File: config.mk
export PLATFORM = sky130hd
export DESIGN_NAME = instr_encoder
export DESIGN_NICKNAME = d
export VERILOG_FILES = /design/src/rtl/instr_encoder.sv
export SDC_FILE = /design/constraint.sdc
export NUM_CORES = 1
export LEC_CHECK = 0
export ABC_AREA = 1
export CAP_MARGIN = 15
export CORE_UTILIZATION = 40
export DETAILED_ROUTE_END_ITERATION = 7
export DONT_BUFFER_PORTS = 1
export MAX_ROUTING_LAYER = met4
export PLACE_DENSITY = 0.61
export SYNTH_ARGS = -nofsm -noshare
export SYNTH_HDL_FRONTEND = slang
export SYNTH_SLANG_ARGS = --single-unit
File: constraint.sdc
create_clock -name clk -period 2.9 [get_ports clk]
set_input_delay 0.725 -clock clk [delete_from_list [all_inputs] [get_ports clk]]
set_output_delay 0.725 -clock clk [all_outputs]
set_load 0.01 [all_outputs]
File: src/rtl/instr_encoder.sv
// WISC-SP13 instruction encoder: packs field bundles into 16-bit words and
// streams them through a small FIFO into sequential instruction-memory writes.
module instr_encoder #(
  parameter int unsigned DEPTH     = 4,
  parameter logic [15:0] BASE_ADDR = 16'h0000
) (
  input  logic        clk,
  input  logic        rst,
  input  logic        in_valid,
  output logic        in_ready,
  input  logic [1:0]  fmt,
  input  logic [4:0]  opcode,
  input  logic [2:0]  rs,
  input  logic [2:0]  rt,
  input  logic [2:0]  rd,
  input  logic [10:0] imm,
  input  logic [1:0]  func,
  output logic        mem_wr_en,
  input  logic        mem_ready,
  output logic [15:0] mem_addr,
  output logic [15:0] mem_data,
  output logic [15:0] words_written,
  output logic        range_err,
  output logic        done
);

  localparam int unsigned AW = $clog2(DEPTH);

  typedef enum logic [1:0] {S_RUN, S_DRAIN, S_DONE} state_t;

  state_t        state, state_nxt;
  logic [15:0]   fifo_q [DEPTH];
  logic [AW-1:0] wr_ptr, rd_ptr;
  logic [AW:0]   count;
  logic          full, empty, accept, pop;
  logic [15:0]   enc_word;
  logic          enc_bad;

  assign full      = (count == (AW+1)'(DEPTH));
  assign empty     = (count == '0);
  assign in_ready  = !rst && (state == S_RUN) && !full;
  assign accept    = in_valid && in_ready;
  assign pop       = !empty && mem_ready;
  assign mem_wr_en = !empty;
  assign mem_data  = empty ? '0 : fifo_q[rd_ptr];
  assign done      = (state == S_DONE);

  // Immediate fits when all bits above the field's sign bit replicate it.
  always_comb begin
    enc_word = '0;
    enc_bad  = 1'b0;
    unique case (fmt)
      2'b11: enc_word = {opcode, rs, rt, rd, func};
      2'b01: begin
        enc_word = {opcode, rs, rd, imm[4:0]};
        enc_bad  = !((&imm[10:4]) || !(|imm[10:4]));
      end
      2'b10: begin
        enc_word = {opcode, rs, imm[7:0]};
        enc_bad  = !((&imm[10:7]) || !(|imm[10:7]));
      end
      default: enc_word = {opcode, imm};
    endcase
  end

  always_ff @(posedge clk) begin
    if (accept) fifo_q[wr_ptr] <= enc_word;
  end

  always_ff @(posedge clk) begin
    if (rst) begin
      wr_ptr        <= '0;
      rd_ptr        <= '0;
      count         <= '0;
      mem_addr      <= BASE_ADDR;
      words_written <= '0;
      range_err     <= 1'b0;
    end else begin
      if (accept) begin
        wr_ptr <= wr_ptr + AW'(1);
        if (enc_bad) range_err <= 1'b1;
      end
      if (pop) begin
        rd_ptr        <= rd_ptr + AW'(1);
        mem_addr      <= mem_addr + 16'd2;
        words_written <= words_written + 16'd1;
      end
      case ({accept, pop})
        2'b10:   count <= count + (AW+1)'(1);
        2'b01:   count <= count - (AW+1)'(1);
        default: count <= count;
      endcase
    end
  end

  always_ff @(posedge clk) begin
    if (rst) state <= S_RUN;
    else     state <= state_nxt;
  end

  // No pushes occur in DRAIN, so popping the sole entry empties the FIFO.
  always_comb begin
    state_nxt = state;
    case (state)
      S_RUN:   if (accept && (opcode == 5'b00000)) state_nxt = S_DRAIN;
      S_DRAIN: if (pop && (count == (AW+1)'(1)))   state_nxt = S_DONE;
      S_DONE:  state_nxt = S_DONE;
      default: state_nxt = S_RUN;
    endcase
  end

endmodule

* Yosys cells after proc, flatten, opt, wreduce, memory -nomap -nowiden
Memories as Yosys holds them, arrays and structs flattened. A register that Yosys moved wholly into a read port is not among the register bits.
Index checks and enable logic that the tools add are counted.
** Cells by class
- $add $sub $neg :: 6
- Eq/ne operators :: 11
- Mux-type cells :: 11
- Reduce and logical (&&, ||, !) cells :: 25
** Operators by type and width (number)
- 11-bit one-hot mux with 3 select lines :: 1
- 16-bit by 1-bit adder with 16-bit output, second input constant :: 1
- 16-bit by 2-bit adder with 16-bit output, second input constant :: 1
- 16-bit two-way mux :: 1
- 2-bit == test, second input constant :: 4
- 2-bit two-way mux :: 4
- 1-bit zero test :: 7
- 7-bit AND reduction :: 1
- 7-bit OR reduction :: 1
- 2-bit by 1-bit == test with 1-bit output, second input constant :: 3
- 1-bit logical AND :: 6
- 2-bit one-hot mux with 3 select lines :: 1
- 3-bit one-hot mux with 2 select lines :: 1
- 5-bit zero test :: 1
- 2-bit by 1-bit adder with 2-bit output, second input constant :: 2
- 2-bit AND reduction :: 2
- 4-bit AND reduction :: 1
- 4-bit OR reduction :: 1
- 3-bit by 1-bit adder with 3-bit output, second input constant :: 1
- 3-bit by 1-bit == test with 1-bit output, second input constant :: 1
- 3-bit == test, second input constant :: 1
- 3-bit zero test :: 1
- 3-bit by 1-bit subtractor with 3-bit output, second input constant :: 1
- 2-bit zero test :: 1
- other kinds (6) :: 8
** Word-level totals
- Bits in registers :: 42
- RAM bits :: 64
- Input port bits :: 33
- Output and inout bits :: 52
- Word-level logic and storage cells :: 61
- Memories kept :: 1
** Memory list
- fifo_q :: words 4, width 16, read ports 1, clocked after Yosys merged registers in 1, wr ports 1, line 32 : logic [15:0] fifo_q [DEPTH];

* Logic depth before layout (Yosys ltp)
Gate-level depths: netlist (run 1).
- Word-level depth :: 7
- Mapped depth :: 13
- Mapped depth without buffers :: 12

* Worst setup path after synthesis (run 1)
Ideal clock, no wire load.
- Path type :: input-to-reg
- From :: input port rst
- To :: memory fifo_q[0][0], enable pin
- Library setup time :: 389 ps
- Arrival time :: 1973 ps
- Required time :: 2511 ps
- Path slack :: 538 ps
- Stages :: 5
- Buffers on the path :: 0
- Cell sequence :: inv_1 -> nand3_1 -> nor2_1 -> clkinv_1 -> nor2_1
** On the way
- Cells in the longest elaborated chain, start to end :: 6
** Ends and longest elaborated chain
- start: declaration :: line 8 : input logic rst,
- 1-bit zero test :: line 41 : assign in_ready = !rst && (state == S_RUN) && !full;
- 1-bit logical AND (2 in series) :: line 41
- 1-bit logical AND :: line 42 : assign accept = in_valid && in_ready;
- 1-bit two-way mux :: line 67 : if (accept) fifo_q[wr_ptr] <= enc_word;
- 1-bit two-way mux (not written as such) :: line 67
- end: declaration :: line 32
No other way between the ends.

==> flow_summary.ini, run 1 <==
[clocking]
cts_tree = done
cts_buffer_depth = 2
root_buffer = clkbuf_16
clk_pin_slew_ns = 0.07
cts_made_buffers = 9
clk_latency_ns = 0.36
cts.htree.levels = 3
clock-sinks = 107
cts_setup_buffers = 0
cts_resized = 0
cts_hold_buf = 0

[sta]
maxSlewHeadroom = 0.5719
final.setup.worst_slack_ns = 0.2716
finalSetupViolations = 0
clock-skew-final_ns = 0.01345
period_minus_slack_ns = 2.628
hold_viol = 0
rsz0062_at_grt = no
tns_ns = 0
slew_violations = 0
tightest_slew_ns = 0.6354
fmax_mhz = 380.5
whs_ns = 0.4337
period_share = 0.9063

[synthesis]
synthCells = 562
synth_area_leader_cell = edfxtp_1
yosysWarnings = 0
syn_area_mm2 = 0.004972
synth-seq-cells = 107
yosys-top-cells-area = edfxtp_1 (39%), dfxtp_1 (17%), nor2_1 (9.2%)
synth_most_common_cell = nor2_1
ys.flop_type = edfxtp_1
async_flop_share = 0
synth_cell_types = 30
syn_nets = 614
syn_area_per_cell_um2 = 8.847
netlist.area_leader.share = 0.3865
synth_common_cells = nor2_1 (122), edfxtp_1 (64), nand2_1 (63), o21ai_0 (61), inv_1 (60)
synth-edff-count = 64
ys_seq_area_frac = 0.5596

[floorplan]
initial_utilization = 0.4122
pin_count = 85
die_h_um = 113.5
core_mm2 = 0.01206
num_rows = 40
die_w_um = 113.5
die-area_mm2 = 0.01288

[worst_setup_path]
reg2reg_to = count[2]
crit_path_start_kind = flip-flop
worstPathRequired_ns = 2.17
reg2reg_from = count[0]
r2r_cells = 11
regToRegSetupSlack_ns = 0.65
crit_fanout = 15
crit_arrival_ns = 1.90
worstSetupPathType = flip-flop to output pin
critPathCaptureType = output pin

[global_routing]
grt_max_degree = 33
grt_pass1_wl_um = 16760
grtUsageTotal = 0.1757
grt_overflow_total = 0
grt_pass1_vias = 3438
antenna_found_initial = 0

[detailed_routing]
drt-total-wl_um = 10600
via_per_inst = 4.982
ant_nets = 0
vias = 3672
firstDrtPassIters = 4
drc = 0
wl_per_cell_um = 14.39
drtIter0Drc = 309

[hold_path]
worstHoldEndpoint = mem_addr[10]
hp-class = input pin to flip-flop
hp-start = rst
hold_depth = 1

[finish]
nets = 616
drive_above_1_share = 0.06678
syn2layout_area_growth_pct = 9.738
antenna_cells = 0
final_core_util = 0.4524

[job]
cap_violations = 0

[placement]
hpwl_um = 7174
port_buffers = 0
dp_slack_ns = 0.6352
gp_congestion = 0.8918

[power_and_ir_drop]
p_per_area_mw_per_mm2 = 756.1
totalPowerFinal_mw = 4.126
p_leak_nw = 2.074
peakVddDrop_mv = 0.2671

[outcome]
outcome = finished, final reports clean
metal layers:
layer | wire length [um] | track usage | share of wire | up-vias
li1 | - | - | - | 1873
met1 | 4710 | 0.2075 | 0.44 | 1696
met2 | 4947 | 0.2740 | 0.47 | 83
met3 | 689 | 0.05792 | 0.065 | 20
met4 | 256 | 0.07719 | 0.024 | 0
met5 | 0 | - | 0 | -
cells by family after synthesis:
kind of cell | Yosys count | share of synthesized area
flops | 107 | 0.5596
other cells | 1 | 0.0007542
fa+ha+maj | 19 | 0.04781
xor+xnor | 3 | 0.005285
buf+inv | 83 | 0.06693
simple gates | 240 | 0.2071
compound gates | 109 | 0.1125
flip-flops by register name, summed over array words and instances (netlist names), named ones only:
| signal | cells |
|---|---|
| words_written | 16 |
| state | 2 |
| rd_ptr | 2 |
| fifo_q | 64 |
| range_err | 1 |
| mem_addr | 15 |
| count | 3 |
| wr_ptr | 2 |
area by class of cell:
class	instances	area (um^2)
Tap cell	168	210.2
Fill cell	1128	6605
Clock buffer	9	225.2
Inverter	65	244.0
Clock inverter	7	70.07
Sequential cell	107	2783
Multi-Input combinational cell	372	1857
Timing Repair Buffer	9	67.56
through the flow:
stage	instances	cell area (um^2)
2_1_floorplan	562	4972
3_3_place_gp	721	5161
3_5_place_dp	721	5161
4_1_cts	737	5456
5_1_grt	737	5456
6_report	737	5456
critical path: stages (launching register included):
cell	delay (ns)
dfxtp_1	0.67
buf_4	0.32
nor2_1	0.07
nor2_1	0.07
o21ai_0	0.08
a21oi_1	0.34
worst max-delay path by stage:
stage	cells past startpoint	from	slack, ns	to
after floorplan	5	rst	0.54	fifo_q[0][0]
after global placement	5	flip-flop	0.69	mem_data[0]
after detailed placement	9	rst	0.64	count[2]
after CTS	5	flip-flop	0.25	mem_data[0]
after global routing	5	flip-flop	0.09	mem_data[0]
final	5	flip-flop	0.27	mem_data[0]
placed cells by master, fill, tap and decap left out, drive strengths merged:
| cell | count |
|---|---|
| a211oi | 1 |
| a21oi | 43 |
| and3 | 1 |
| buf | 9 |
| clkbuf | 9 |
| clkinv | 4 |
| clkinvlp | 1 |
| conb | 1 |
| dfxtp | 43 |
| edfxtp | 64 |
| ha | 19 |
| inv | 67 |
| nand2 | 65 |
| nand3 | 27 |
| nand4 | 10 |
| nor2 | 125 |
| nor3 | 11 |
| nor3b | 1 |
| o211ai | 2 |
| o21a | 1 |
| o21ai | 62 |
| xor2 | 3 |
power breakdown:
part | switching [mW] | leakage [nW] | internal, mW
Combinational | 0.756 | 1.00 | 0.307
Clock | 0.593 | 0.141 | 0.605
Sequential | 0.110 | 0.932 | 1.75
(Power assumes the default switching activity.)
==> run 2: changes to the inputs <==
--- a/config.mk
+++ b/config.mk
@@ -7,11 +7,12 @@
 export LEC_CHECK = 0
 export ABC_AREA = 1
 export CAP_MARGIN = 15
+export CORE_MARGIN = 3
 export CORE_UTILIZATION = 40
 export DETAILED_ROUTE_END_ITERATION = 7
 export DONT_BUFFER_PORTS = 1
 export MAX_ROUTING_LAYER = met4
-export PLACE_DENSITY = 0.61
+export PLACE_DENSITY = 0.54
 export SYNTH_ARGS = -nofsm -noshare
 export SYNTH_HDL_FRONTEND = slang
 export SYNTH_SLANG_ARGS = --single-unit
==> run 2 against run 1 <==
Die area grew 7.2%. First-iteration DRC count shrank 14%. Cell count is the same. Design area shrank 0.46%. Critical path depth is the same.
==> flow_summary.ini, run 2 (same netlist as run 1, synthesis figures left out) <==
[outcome]
outcome = finished, final reports clean

[power_and_ir_drop]
p_per_area_mw_per_mm2 = 744.4
p_leak_nw = 2.059
totalPowerFinal_mw = 4.043
peakVddDrop_mv = 0.3717

[finish]
fin_area_mm2 = 0.005431
syn2layout_area_growth_pct = 9.235
largestRegisters = fifo_q: 64 flops, words_written: 16 flops, mem_addr: 15 flops
regMostFlops = fifo_q
mostFrequentLayoutCell = nor2_1
nets = 616
antenna_cells = 0
most-common-layout-cells = nor2_1 (122), edfxtp_1 (64), nand2_1 (63)
largest_reg_flops = 64
fill_cells = 1189
drive_above_1_share = 0.06327

[floorplan]
die-area_mm2 = 0.01380
initial_utilization = 0.4122
pin_count = 85
core_mm2 = 0.01206
die_h_um = 117.5
die_w_um = 117.5
num_rows = 40

[detailed_routing]
via_per_inst = 5.069
wl_per_cell_um = 15.35
drtIter0Drc = 267
vias = 3736
ant_nets = 0
drt-total-wl_um = 11310
drc = 0
firstDrtPassIters = 4

[global_routing]
grtUsageTotal = 0.1716
grt_max_degree = 33
antenna_found_initial = 0
grt_pass1_vias = 3602
grt_pass1_wl_um = 18320
grt_overflow_total = 0

[clocking]
clk_latency_ns = 0.34
cts_made_buffers = 9
cts_tree = done
cts.htree.levels = 3
root_buffer = clkbuf_16
clock-sinks = 107
clk_pin_slew_ns = 0.07
cts_buffer_depth = 2
cts_hold_buf = 0
cts_resized = 0
cts_setup_buffers = 0

[placement]
gp_congestion = 0.7961
port_buffers = 0
placedInstanceArea_mm2 = 0.005161
hpwl_um = 7739
dp_slack_ns = 0.7058

[hold_path]
hp-class = input pin to flip-flop
hold_depth = 1
hp-start = rst
worstHoldEndpoint = mem_addr[10]

[worst_setup_path]
r2r_cells = 11
worstPathRequired_ns = 2.17
crit_path_start_kind = flip-flop
critPathCaptureType = output pin
crit_fanout = 14
reg2reg_to = count[2]
worstSetupPathType = flip-flop to output pin
reg2reg_from = count[0]
regToRegSetupSlack_ns = 0.71
crit_arrival_ns = 1.74

[sta]
maxSlewHeadroom = 0.5711
tightest_slew_ns = 0.6367
period_minus_slack_ns = 2.461
rsz0062_at_grt = no
tns_ns = 0
fmax_mhz = 406.4
final.setup.worst_slack_ns = 0.4391
finalSetupViolations = 0
hold_viol = 0
clock-skew-final_ns = 0.004697
period_share = 0.8486
slew_violations = 0

[job]
cap_violations = 0
## run 2: through the flow
step	utilization	hold slack, ns	cells
after floorplan	-	0.4435	562
after global placement	0.4279	0.4564	721
after detailed placement	0.4279	0.4666	721
after CTS	0.4503	0.4334	737
after global routing	0.4503	0.4369	737
final	0.4503	0.4490	737
## run 2: final cells by class
cell class,count,area (um^2),area share
clock buffers,9,225.2,0.04147
clock inverters,7,45.04,0.008293
inverters,65,244.0,0.04492
multi-input cells,372,1857,0.3419
flip-flops and latches,107,2783,0.5123
well taps,168,210.2,0.03870
repair buffers,9,67.56,0.01244
## run 2: worst max path at each step
stage,cells past startpoint,end,slack (ns)
floorplan,5,fifo_q[0][0],0.54
global placement,9,count[2],0.72
detailed placement,9,count[2],0.71
CTS,5,mem_data[7],0.43
global route,5,mem_data[2],0.28
finish,5,mem_data[7],0.44
## run 2: critical path, cell delays in order (launching register included)
cell and delay, ns:
dfxtp_1 0.52, buf_4 0.28, nor2_1 0.07, nor2_1 0.08
o21ai_0 0.09, a21oi_1 0.36
## run 2: where the power goes
| part | internal (mW) | switching (mW) | total, mW |
|---|---|---|---|
| Combinational | 0.306 | 0.777 | 1.08 |
| Sequential | 1.75 | 0.0970 | 1.85 |
| Clock | 0.578 | 0.530 | 1.11 |
| Total | 2.64 | 1.40 | 4.04 |
## run 2: routing by layer
| metal | vias up | track usage | wire length, um |
|---|---|---|---|
| li1 | 1870 | - | - |
| met1 | 1756 | 0.2001 | 4841 |
| met2 | 97 | 0.2843 | 5541 |
| met3 | 13 | 0.06151 | 773 |
| met4 | 0 | 0.04396 | 154 |
| met5 | - | - | 0 |
==> run 3: changes to the inputs <==
==> constraint.sdc (replaced) <==
create_clock -name clk -period 2.5 [get_ports clk]
set_input_delay 0.625 -clock clk [delete_from_list [all_inputs] [get_ports clk]]
set_output_delay 0.625 -clock clk [all_outputs]
set_load 0.01 [all_outputs]
==> run 3 against run 2 <==
Worst hold slack worse by 0.11 ns. Sequential power up 16%. Clock skew about the same. Flip-flop and latch count unchanged. Design area up 0.74%. Setup slack worse by 0.27 ns. Total power up 19%. Via count down 1.5%. Combinational power up 16%. Register-to-register slack worse by 0.23 ns. Wire length down 1.4%. Utilization up 0.33 points. Critical endpoint unchanged. Largest power group unchanged. Highest routed layer unchanged.
==> flow_summary.ini, run 3 (same netlist as run 1, synthesis figures left out) <==
[sta]
period_minus_slack_ns = 2.327
rsz0062_at_grt = no
tightest_slew_ns = 0.6540
finalSetupViolations = 0
hold_viol = 0
period_share = 0.9309
tns_ns = 0
clock-skew-final_ns = 0.005016
final.setup.worst_slack_ns = 0.1727
slew_violations = 0
maxSlewHeadroom = 0.5635
fmax_mhz = 429.7

[placement]
port_buffers = 0
gp_congestion = 0.8563
dp_slack_ns = 0.4553
hpwl_um = 7733
placed_cells = 722
placedInstanceArea_mm2 = 0.005169

[worst_setup_path]
path_delay_family = flip-flops
critPathSlowestCell = dfxtp_1
worstSetupPathType = flip-flop to output pin
crit_fanout = 16
path_depth = 5
worst_path_largest_cell_delay_ns = 0.49
r2r_cells = 11
worstPathRequired_ns = 1.88
cp_cell_sequence = buf_4 > nor2_1 > nor2_1 > o21ai_0 > a21oi_1
crit_arrival_ns = 1.70
critPathCaptureType = output pin
crit_path_start_kind = flip-flop
crit_top_cell = nor2_1
worst-path-buf-inv = 1

[power_and_ir_drop]
peakVddDrop_mv = 0.4575
p_leak_nw = 2.079
p_per_area_mw_per_mm2 = 881.1

[floorplan]
core_mm2 = 0.01206
die-area_mm2 = 0.01380
die_h_um = 117.5
pin_count = 85
die_w_um = 117.5
num_rows = 40
initial_utilization = 0.4122

[finish]
largest_reg_flops = 64
mostFrequentLayoutCell = nor2_1
syn2layout_area_growth_pct = 10.04
largestRegisters = fifo_q: 64 flops, words_written: 16 flops, mem_addr: 15 flops
fin_area_mm2 = 0.005472
antenna_cells = 0
regMostFlops = fifo_q
drive_above_1_share = 0.06842
instances_no_fill = 738
nets = 617
most-common-layout-cells = nor2_1 (122), edfxtp_1 (64), nand2_1 (63)

[detailed_routing]
drc = 0
firstDrtPassIters = 5
vias = 3679
via_per_inst = 4.985
drt-total-wl_um = 11150
ant_nets = 0
wl_per_cell_um = 15.11
drtIter0Drc = 257

[clocking]
cts_buffer_depth = 2
clock-sinks = 107
cts_hold_buf = 0
clk_latency_ns = 0.35
cts_setup_buffers = 0
cts_made_buffers = 9
root_buffer = clkbuf_16
cts_resized = 0
clk_pin_slew_ns = 0.07
cts.htree.levels = 3
cts_tree = done

[global_routing]
grt_pass1_wl_um = 17910
grt_overflow_total = 0
grt_max_degree = 33
grtUsageTotal = 0.1677
antenna_found_initial = 0
grt_pass1_vias = 3413

[outcome]
outcome = finished, final reports clean

[job]
cap_violations = 0

[hold_path]
hp-class = input pin to flip-flop
hold_depth = 1
-- run 3: layout make-up --
type	instances	area, um^2
Inverter	65	244.0
Clock buffer	9	225.2
Multi-Input combinational cell	372	1857
Tap cell	168	210.2
Clock inverter	7	77.57
Fill cell	1195	6590
Sequential cell	107	2783
Timing Repair Buffer	10	75.07
-- run 3: power by group --
group / total (mW) / switching, mW / internal [mW]
combinational: 1.25 / 0.885 / 0.361
sequential: 2.15 / 0.112 / 2.04
clock: 1.43 / 0.645 / 0.783
total: 4.82 / 1.64 / 3.18
-- run 3: per-layer routing --
metal  wire length (um)  vias up  global-route usage
met5                  0        -                   -
met1               4858     1685              0.2047
li1                   -     1875                   -
met4                297        0             0.07033
met3                764       22             0.04469
met2               5230       97              0.2652
-- run 3: worst paths after layout --
kind	startpoint	to	slack, ns
hold / removal	rst	range_err	0.34
setup reg to reg	count[0]	count[2]	0.48
setup / recovery	flip-flop	mem_data[7]	0.17
hold reg to reg	rd_ptr[0]	rd_ptr[0]	0.48
-- run 3: through the flow --
stage | power [mW] | util | hold slack [ns]
after CTS | 4.897 | 0.4536 | 0.3215
final | 4.821 | 0.4536 | 0.3431
after global placement | 3.415 | 0.4285 | 0.4541
after floorplan | 3.135 | - | 0.4435
after detailed placement | 3.454 | 0.4285 | 0.4694
after global routing | 5.161 | 0.4536 | 0.3255
